## src/rtl/icache_responder_pkg.sv

```systemverilog
// Shared types for the IF-stage instruction cache: line/word types, cache address
// fields for the default geometry, and the fill FSM state encoding.
package icache_responder_pkg;
  localparam int LC3B_LINE_WORDS = 8;
  localparam int C_NUM_SETS      = 8;
  localparam int C_INDEX_W       = $clog2(C_NUM_SETS);
  localparam int C_TAG_W         = 12 - C_INDEX_W;

  typedef logic [15:0]           lc3b_word;
  typedef logic [127:0]          lc3b_line;
  typedef logic [C_TAG_W-1:0]    lc3b_c_tag;
  typedef logic [C_INDEX_W-1:0]  lc3b_c_index;
  typedef logic [3:0]            lc3b_c_offset;

  typedef enum logic {IDLE, FILL} icache_state_e;
endpackage

```

## src/rtl/icache_responder_if.sv

```systemverilog
// Fetch port (IF stage -> cache) and line-fill port (cache -> memory arbiter).
interface icache_responder_if;
  import icache_responder_pkg::*;

  logic        read_a;
  logic [15:0] address_a;
  logic        resp_a;
  lc3b_word    rdata_a;
  logic        pmem_read;
  logic [15:0] pmem_address;
  logic        pmem_resp;
  lc3b_line    pmem_rdata;

  modport slave (
    input  read_a, address_a, pmem_resp, pmem_rdata,
    output resp_a, rdata_a, pmem_read, pmem_address
  );
  modport master (
    output read_a, address_a, pmem_resp, pmem_rdata,
    input  resp_a, rdata_a, pmem_read, pmem_address
  );
endinterface

```

## src/rtl/icache_responder_array.sv

```systemverilog
// Tag/valid/data storage: combinational read by index, synchronous single write port.
// Reset clears only the valid bits; tag and data contents are don't-care until filled.
module icache_responder_array #(
  parameter int NUM_SETS  = 8,
  parameter int TAG_W     = 9,
  parameter int LINE_BITS = 128
) (
  input  logic                        clk,
  input  logic                        rst,
  input  logic [$clog2(NUM_SETS)-1:0] rd_idx,
  output logic                        rd_valid,
  output logic [TAG_W-1:0]            rd_tag,
  output logic [LINE_BITS-1:0]        rd_line,
  input  logic                        we,
  input  logic [$clog2(NUM_SETS)-1:0] wr_idx,
  input  logic [TAG_W-1:0]            wr_tag,
  input  logic [LINE_BITS-1:0]        wr_line
);
  logic [NUM_SETS-1:0]  valid;
  logic [TAG_W-1:0]     tag_arr  [NUM_SETS];
  logic [LINE_BITS-1:0] data_arr [NUM_SETS];

  assign rd_valid = valid[rd_idx];
  assign rd_tag   = tag_arr[rd_idx];
  assign rd_line  = data_arr[rd_idx];

  always_ff @(posedge clk) begin
    if (rst)     valid <= '0;
    else if (we) valid[wr_idx] <= 1'b1;
  end

  always_ff @(posedge clk) begin
    if (we) begin
      tag_arr[wr_idx]  <= wr_tag;
      data_arr[wr_idx] <= wr_line;
    end
  end
endmodule

```

## src/rtl/icache_responder.sv

```systemverilog
// Direct-mapped read-only instruction cache: zero-wait hits, one outstanding line fill
// that always runs to completion once issued to the arbiter.
module icache_responder
  import icache_responder_pkg::*;
#(
  parameter int NUM_SETS  = C_NUM_SETS,
  parameter int LINE_BITS = 128
) (
  input  logic                clk,
  input  logic                rst,
  icache_responder_if.slave   bus,
  input  logic                count_reset,
  output logic [15:0]         hit_count,
  output logic [15:0]         miss_count
);
  localparam int IW = $clog2(NUM_SETS);
  localparam int TW = 12 - IW;

  icache_state_e        state;
  logic [15:0]          fill_addr;
  logic [15:0]          hit_cnt;
  logic [15:0]          miss_cnt;
  logic [TW-1:0]        req_tag;
  logic [IW-1:0]        req_idx;
  logic [2:0]           req_word;
  logic                 rd_valid;
  logic [TW-1:0]        rd_tag;
  logic [LINE_BITS-1:0] rd_line;
  logic                 hit, miss_start, fill_done;
  logic                 unused_a0;

  assign req_tag   = bus.address_a[15:4+IW];
  assign req_idx   = bus.address_a[3+IW:4];
  assign req_word  = bus.address_a[3:1];
  assign unused_a0 = bus.address_a[0];

  icache_responder_array #(
    .NUM_SETS (NUM_SETS),
    .TAG_W    (TW),
    .LINE_BITS(LINE_BITS)
  ) u_array (
    .clk     (clk),
    .rst     (rst),
    .rd_idx  (req_idx),
    .rd_valid(rd_valid),
    .rd_tag  (rd_tag),
    .rd_line (rd_line),
    .we      (fill_done),
    .wr_idx  (fill_addr[3+IW:4]),
    .wr_tag  (fill_addr[15:4+IW]),
    .wr_line (bus.pmem_rdata)
  );

  // Lookups only count in IDLE: during a fill the array may be about to change under us.
  assign hit         = bus.read_a & rd_valid & (rd_tag == req_tag);
  assign bus.resp_a  = (state == IDLE) & hit & ~rst;
  assign bus.rdata_a = rd_line[{req_word, 4'b0000} +: 16];
  assign miss_start  = (state == IDLE) & bus.read_a & ~hit & ~rst;
  assign fill_done   = (state == FILL) & bus.pmem_resp & ~rst;

  assign bus.pmem_address = fill_addr;
  assign hit_count        = hit_cnt;
  assign miss_count       = miss_cnt;

  always_ff @(posedge clk) begin
    if (rst) begin
      state         <= IDLE;
      fill_addr     <= '0;
      bus.pmem_read <= 1'b0;
    end else begin
      case (state)
        IDLE: if (miss_start) begin
          fill_addr     <= {bus.address_a[15:4], 4'b0000};
          bus.pmem_read <= 1'b1;
          state         <= FILL;
        end
        FILL: if (bus.pmem_resp) begin
          bus.pmem_read <= 1'b0;
          state         <= IDLE;
        end
        default: state <= IDLE;
      endcase
    end
  end

  always_ff @(posedge clk) begin
    if (rst || count_reset) begin
      hit_cnt  <= '0;
      miss_cnt <= '0;
    end else begin
      if (bus.resp_a) hit_cnt  <= hit_cnt + 16'd1;
      if (miss_start) miss_cnt <= miss_cnt + 16'd1;
    end
  end
endmodule
```

## src/flat_wrapper.sv

```systemverilog
// flat-port wrapper written by rule: the top's interface ports become plain ports
module icache_responder_flat import icache_responder_pkg::*;
#(
  parameter int NUM_SETS  = C_NUM_SETS,
  parameter int LINE_BITS = 128
)
  (clk, rst, count_reset, hit_count, miss_count, bus_read_a, bus_address_a, bus_pmem_resp, bus_pmem_rdata, bus_resp_a, bus_rdata_a, bus_pmem_read, bus_pmem_address);
  icache_responder_if bus_i ();
  input  logic clk;
  input  logic rst;
  input  logic count_reset;
  output logic [15:0] hit_count;
  output logic [15:0] miss_count;
  input wire logic [$bits(bus_i.read_a)-1:0] bus_read_a;
  input wire logic [$bits(bus_i.address_a)-1:0] bus_address_a;
  input wire logic [$bits(bus_i.pmem_resp)-1:0] bus_pmem_resp;
  input wire logic [$bits(bus_i.pmem_rdata)-1:0] bus_pmem_rdata;
  output wire logic [$bits(bus_i.resp_a)-1:0] bus_resp_a;
  output wire logic [$bits(bus_i.rdata_a)-1:0] bus_rdata_a;
  output wire logic [$bits(bus_i.pmem_read)-1:0] bus_pmem_read;
  output wire logic [$bits(bus_i.pmem_address)-1:0] bus_pmem_address;
  assign bus_i.read_a = bus_read_a;
  assign bus_i.address_a = bus_address_a;
  assign bus_i.pmem_resp = bus_pmem_resp;
  assign bus_i.pmem_rdata = bus_pmem_rdata;
  assign bus_resp_a = bus_i.resp_a;
  assign bus_rdata_a = bus_i.rdata_a;
  assign bus_pmem_read = bus_i.pmem_read;
  assign bus_pmem_address = bus_i.pmem_address;
  icache_responder #(.NUM_SETS(NUM_SETS), .LINE_BITS(LINE_BITS)) u_core (.clk(clk), .rst(rst), .bus(bus_i), .count_reset(count_reset), .hit_count(hit_count), .miss_count(miss_count));
endmodule
```

## config.mk

```make
export PLATFORM = sky130hd
export DESIGN_NAME = icache_responder_flat
export DESIGN_NICKNAME = d
export VERILOG_FILES = /design/src/rtl/icache_responder_pkg.sv /design/src/rtl/icache_responder_if.sv /design/src/rtl/icache_responder_array.sv /design/src/rtl/icache_responder.sv /design/src/flat_wrapper.sv
export SDC_FILE = /design/constraint.sdc
export NUM_CORES = 1
export LEC_CHECK = 0
export BUFFER_PORTS_ARGS = -buffer_cell sky130_fd_sc_hd__buf_4
export CAP_MARGIN = 20
export CORE_MARGIN = 2
export CORE_UTILIZATION = 63
export CTS_BUF_LIST = sky130_fd_sc_hd__clkbuf_2 sky130_fd_sc_hd__clkbuf_4 sky130_fd_sc_hd__clkbuf_8
export CTS_CLUSTER_SIZE = 16
export DETAILED_ROUTE_END_ITERATION = 8
export PLACE_DENSITY = 0.82
export SLEW_MARGIN = 40
export SYNTH_ARGS = -nofsm -noshare
export SYNTH_HDL_FRONTEND = slang
export SYNTH_SLANG_ARGS = --single-unit
```

## constraint.sdc

```tcl
create_clock -name clk -period 15.2 [get_ports clk]
set_input_delay 0.76 -clock clk [delete_from_list [all_inputs] [get_ports clk]]
set_output_delay 0.76 -clock clk [all_outputs]
set_load 0.01 [all_outputs]
```

==> impl_metrics.env <==
export IMPL_ys_flop_type="edfxtp_1"
export IMPL_final_cell_mix="edfxtp_1 (1096), mux4_2 (356), buf_4 (210), clkbuf_8 (178), clkbuf_4 (61)"
export IMPL_globalRouteMet1Util_pct=38.4
export IMPL_synth_top_family_by_area="multiplexers"
export IMPL_fin_area_mm2=0.0504
export IMPL_grt_pass1_wl_mm=145
export IMPL_vdd_drop_max_uv=85.9
export IMPL_core_mm2=0.0689
export IMPL_syn_area_mm2=0.0440
export IMPL_hold_ws_ns=0.153
export IMPL_die_x_um=268
export IMPL_seq_area_frac_synth_pct=77.2
export IMPL_fin_crit_sh_pct=33.4
export IMPL_grt_pass1_vias=22300
export IMPL_crit_path_frequent_cell="mux4_2"
export IMPL_hold_viol_final=0
export IMPL_path_class="input port to output port"
export IMPL_first_iter_violations=2633
export IMPL_die_area_mm2=0.0720
export IMPL_fin_skew_ns=0.0337
export IMPL_fin_tns_setup_ns=0
export IMPL_grtUsageMet2_pct=45.8
export IMPL_synth_warnings=0
export IMPL_drt_wl_total_mm=99.2
export IMPL_fp_dieH_um=268
export IMPL_clock_sinks=1150
export IMPL_layout_commonest_cell="edfxtp_1"
export IMPL_fin_ws_ns=10.12
export IMPL_crit_chain="buf_8, buf_16, buf_12, buf_16, mux4_2, mux4_2, mux4_2, buf_4"
export IMPL_synth_edff_count=1096
export IMPL_synthDistinctLibCells=40
export IMPL_r2r_slack_ns=12.14
export IMPL_cpMaxStageDelayCell="mux4_2"
export IMPL_worstSetupStartpoint="bus_address_a[5]"
export IMPL_hold_buffers=0
export IMPL_yosys_area_share_simple_pct=1.81
export IMPL_clk_latency_ns=0.84
export IMPL_core_rowCount=96
export IMPL_synth_compound_area_share_pct=1.02
export IMPL_crit_cells=8
export IMPL_overflow=0
export IMPL_powerDensity_mw_per_mm2=125
export IMPL_required_ns=14.44
export IMPL_synthMuxAreaShare_pct=18.6
export IMPL_cts_buffer_depth=3
export IMPL_start_kind="input port"
export IMPL_post_cts_buffers=0
export IMPL_antenna_found_initial=16
export IMPL_worst_pin_slew_ns=0.796
export IMPL_cp_arrival_ns=4.32
export IMPL_end_kind="output port"
export IMPL_portBuffers=209
export IMPL_post_dp_hpwl_mm=54.6
export IMPL_fin_crit_ns=5.08
export IMPL_use_met3_pct=6.74
export IMPL_fin_util_pct=73.2
export IMPL_synthXorXnorAreaFrac_pct=0.179
export IMPL_slew_viol_final=0
export IMPL_cts_max_level=4
export IMPL_rsz0062_at_grt="false"
export IMPL_yosys_area_share_adder_pct=0.0568
export IMPL_relSlewSlack_pct=46.7
export IMPL_crit_path_max_fanout=97
export IMPL_rr_worst_depth=8
export IMPL_r2r_end="u_core.hit_count[3]"
export IMPL_vias=21500
export IMPL_drt_vias_per_instance=6.61
export IMPL_routabilityCongestion=0.801
export IMPL_nets=2329
export IMPL_routedWlPerCell_um=30.4
export IMPL_layout_drive_gt1_share_pct=38.0
export IMPL_setup_viol=0
export IMPL_busiest_layer="met2"
export IMPL_reg2reg_from="u_core.u_array.tag_arr[6][6]"
export IMPL_async_flop_share_pct=0
export IMPL_cts_tree="done"
export IMPL_root_buffer="clkbuf_8"
export IMPL_drc=0
export IMPL_status="finished, final reports clean"
export IMPL_io_pins=215
export IMPL_cap_violations=0
export IMPL_drt_pass1_iterations=5
export IMPL_placed_cells=2933
export IMPL_crit_end="bus_rdata_a[0]"
export IMPL_place_area_mm2=0.0470
export IMPL_critPathTopFamily="buffers and inverters"
export IMPL_grt_max_degree=103
export IMPL_avgSynthCellArea_um2=23.5
export IMPL_cts_buffers=173
export IMPL_critPathMaxStageDelay_ns=0.59
export IMPL_power_leakage_nw=16.3
export IMPL_synth_seq_cells=1150
export IMPL_hold_class="input port to flip-flop"
export IMPL_path_clk_slew_ns=0.06
export IMPL_cp_num_buf_inv=5
export IMPL_grtUsageTotal_pct=28.3
export IMPL_post_cts_resized=0
export IMPL_ant_nets=0
export IMPL_whs_path_depth=1
export IMPL_totalPowerFinal_mw=6.28
export IMPL_layoutNonFillerInstCount=3257
export IMPL_pre_cts_ws_ns=10.17
export IMPL_fmax_mhz=197
export IMPL_syn_inst=1870
export IMPL_start_util_pct=63.9
export IMPL_area_delta_synth_final_pct=14.6
layer usage:
| metal | share of wire, % | vias up |
|---|---|---|
| met5 | 0.11 | - |
| met4 | 2.9 | 20 |
| met3 | 9.4 | 178 |
| met2 | 51 | 1341 |
| met1 | 36 | 11300 |
| li1 | - | 8719 |
kinds of logic (layout without fill, tap and decap cells):
group / count (synthesis) / after routing
buf+inv: 112 / 557
flops: 1150 / 1150
xor+xnor: 9 / 9
mux: 373 / 373
other cells: 1 / 12
simple gates: 151 / 151
compound gates: 72 / 72
fa+ha+maj: 2 / 2
synth_stat cells (3+ instances only):
cell type / count / area share (%)
a21oi_1: 26 / 0.30
and2_1: 3 / 0.043
and3_1: 5 / 0.071
buf_1: 25 / 0.21
buf_2: 11 / 0.13
buf_4: 5 / 0.085
buf_6: 5 / 0.13
clkbuf_1: 64 / 0.55
dfxtp_1: 54 / 2.5
edfxtp_1: 1096 / 75
mux2i_1: 17 / 0.39
mux4_2: 356 / 18
nand2_1: 31 / 0.26
nand2b_1: 3 / 0.043
nand3_1: 29 / 0.33
nand4_1: 6 / 0.085
nor2_1: 28 / 0.24
o211ai_1: 5 / 0.085
o21ai_1: 18 / 0.20
o311ai_1: 6 / 0.12
o31ai_1: 6 / 0.10
o41ai_1: 6 / 0.12
or3_1: 21 / 0.30
or4_1: 12 / 0.20
xor2_1: 9 / 0.18
registers in the layout, indices dropped and copies added, names as in the netlist:
| signal | flops |
|---|---|
| u_core.bus.pmem_address | 12 |
| u_core.bus.pmem_read | 1 |
| u_core.hit_count | 16 |
| u_core.miss_count | 16 |
| u_core.state | 1 |
| u_core.u_array.data_arr | 1024 |
| u_core.u_array.tag_arr | 72 |
| u_core.u_array.valid | 8 |
layout make-up:
class / instances / area, um2
timing repair buffer: 240 / 2240
clock buffer: 239 / 2910
multi-input combinational: 611 / 9620
sequential: 1150 / 34000
clock inverter: 76 / 504
inverter: 2 / 7.51
fill: 3545 / 18500
antenna: 8 / 20.0
tap: 931 / 1160
where the power goes:
part / internal, mW / total, mW / leakage (nW) / switching [mW]
sequential: 3.48 / 3.48 / 10.4 / 0.00636
combinational: 0.147 / 0.314 / 4.08 / 0.167
clock: 1.33 / 2.49 / 1.80 / 1.16
worst min path at each step:
stage / startpoint / endpoint / slack (ns)
final: bus_pmem_rdata[64] / u_core.u_array.data_arr[4][64] / 0.15
after global routing: bus_pmem_rdata[85] / u_core.u_array.data_arr[2][85] / 0.12
after CTS: bus_pmem_rdata[64] / u_core.u_array.data_arr[4][64] / 0.10
after detailed placement: u_core.u_array.valid[2] / u_core.u_array.valid[2] / 0.47
after global placement: u_core.u_array.valid[0] / u_core.u_array.valid[0] / 0.44
after floorplan: u_core.u_array.valid[3] / u_core.u_array.valid[3] / 0.43
Note: power is estimated with default switching activity, not from simulation.
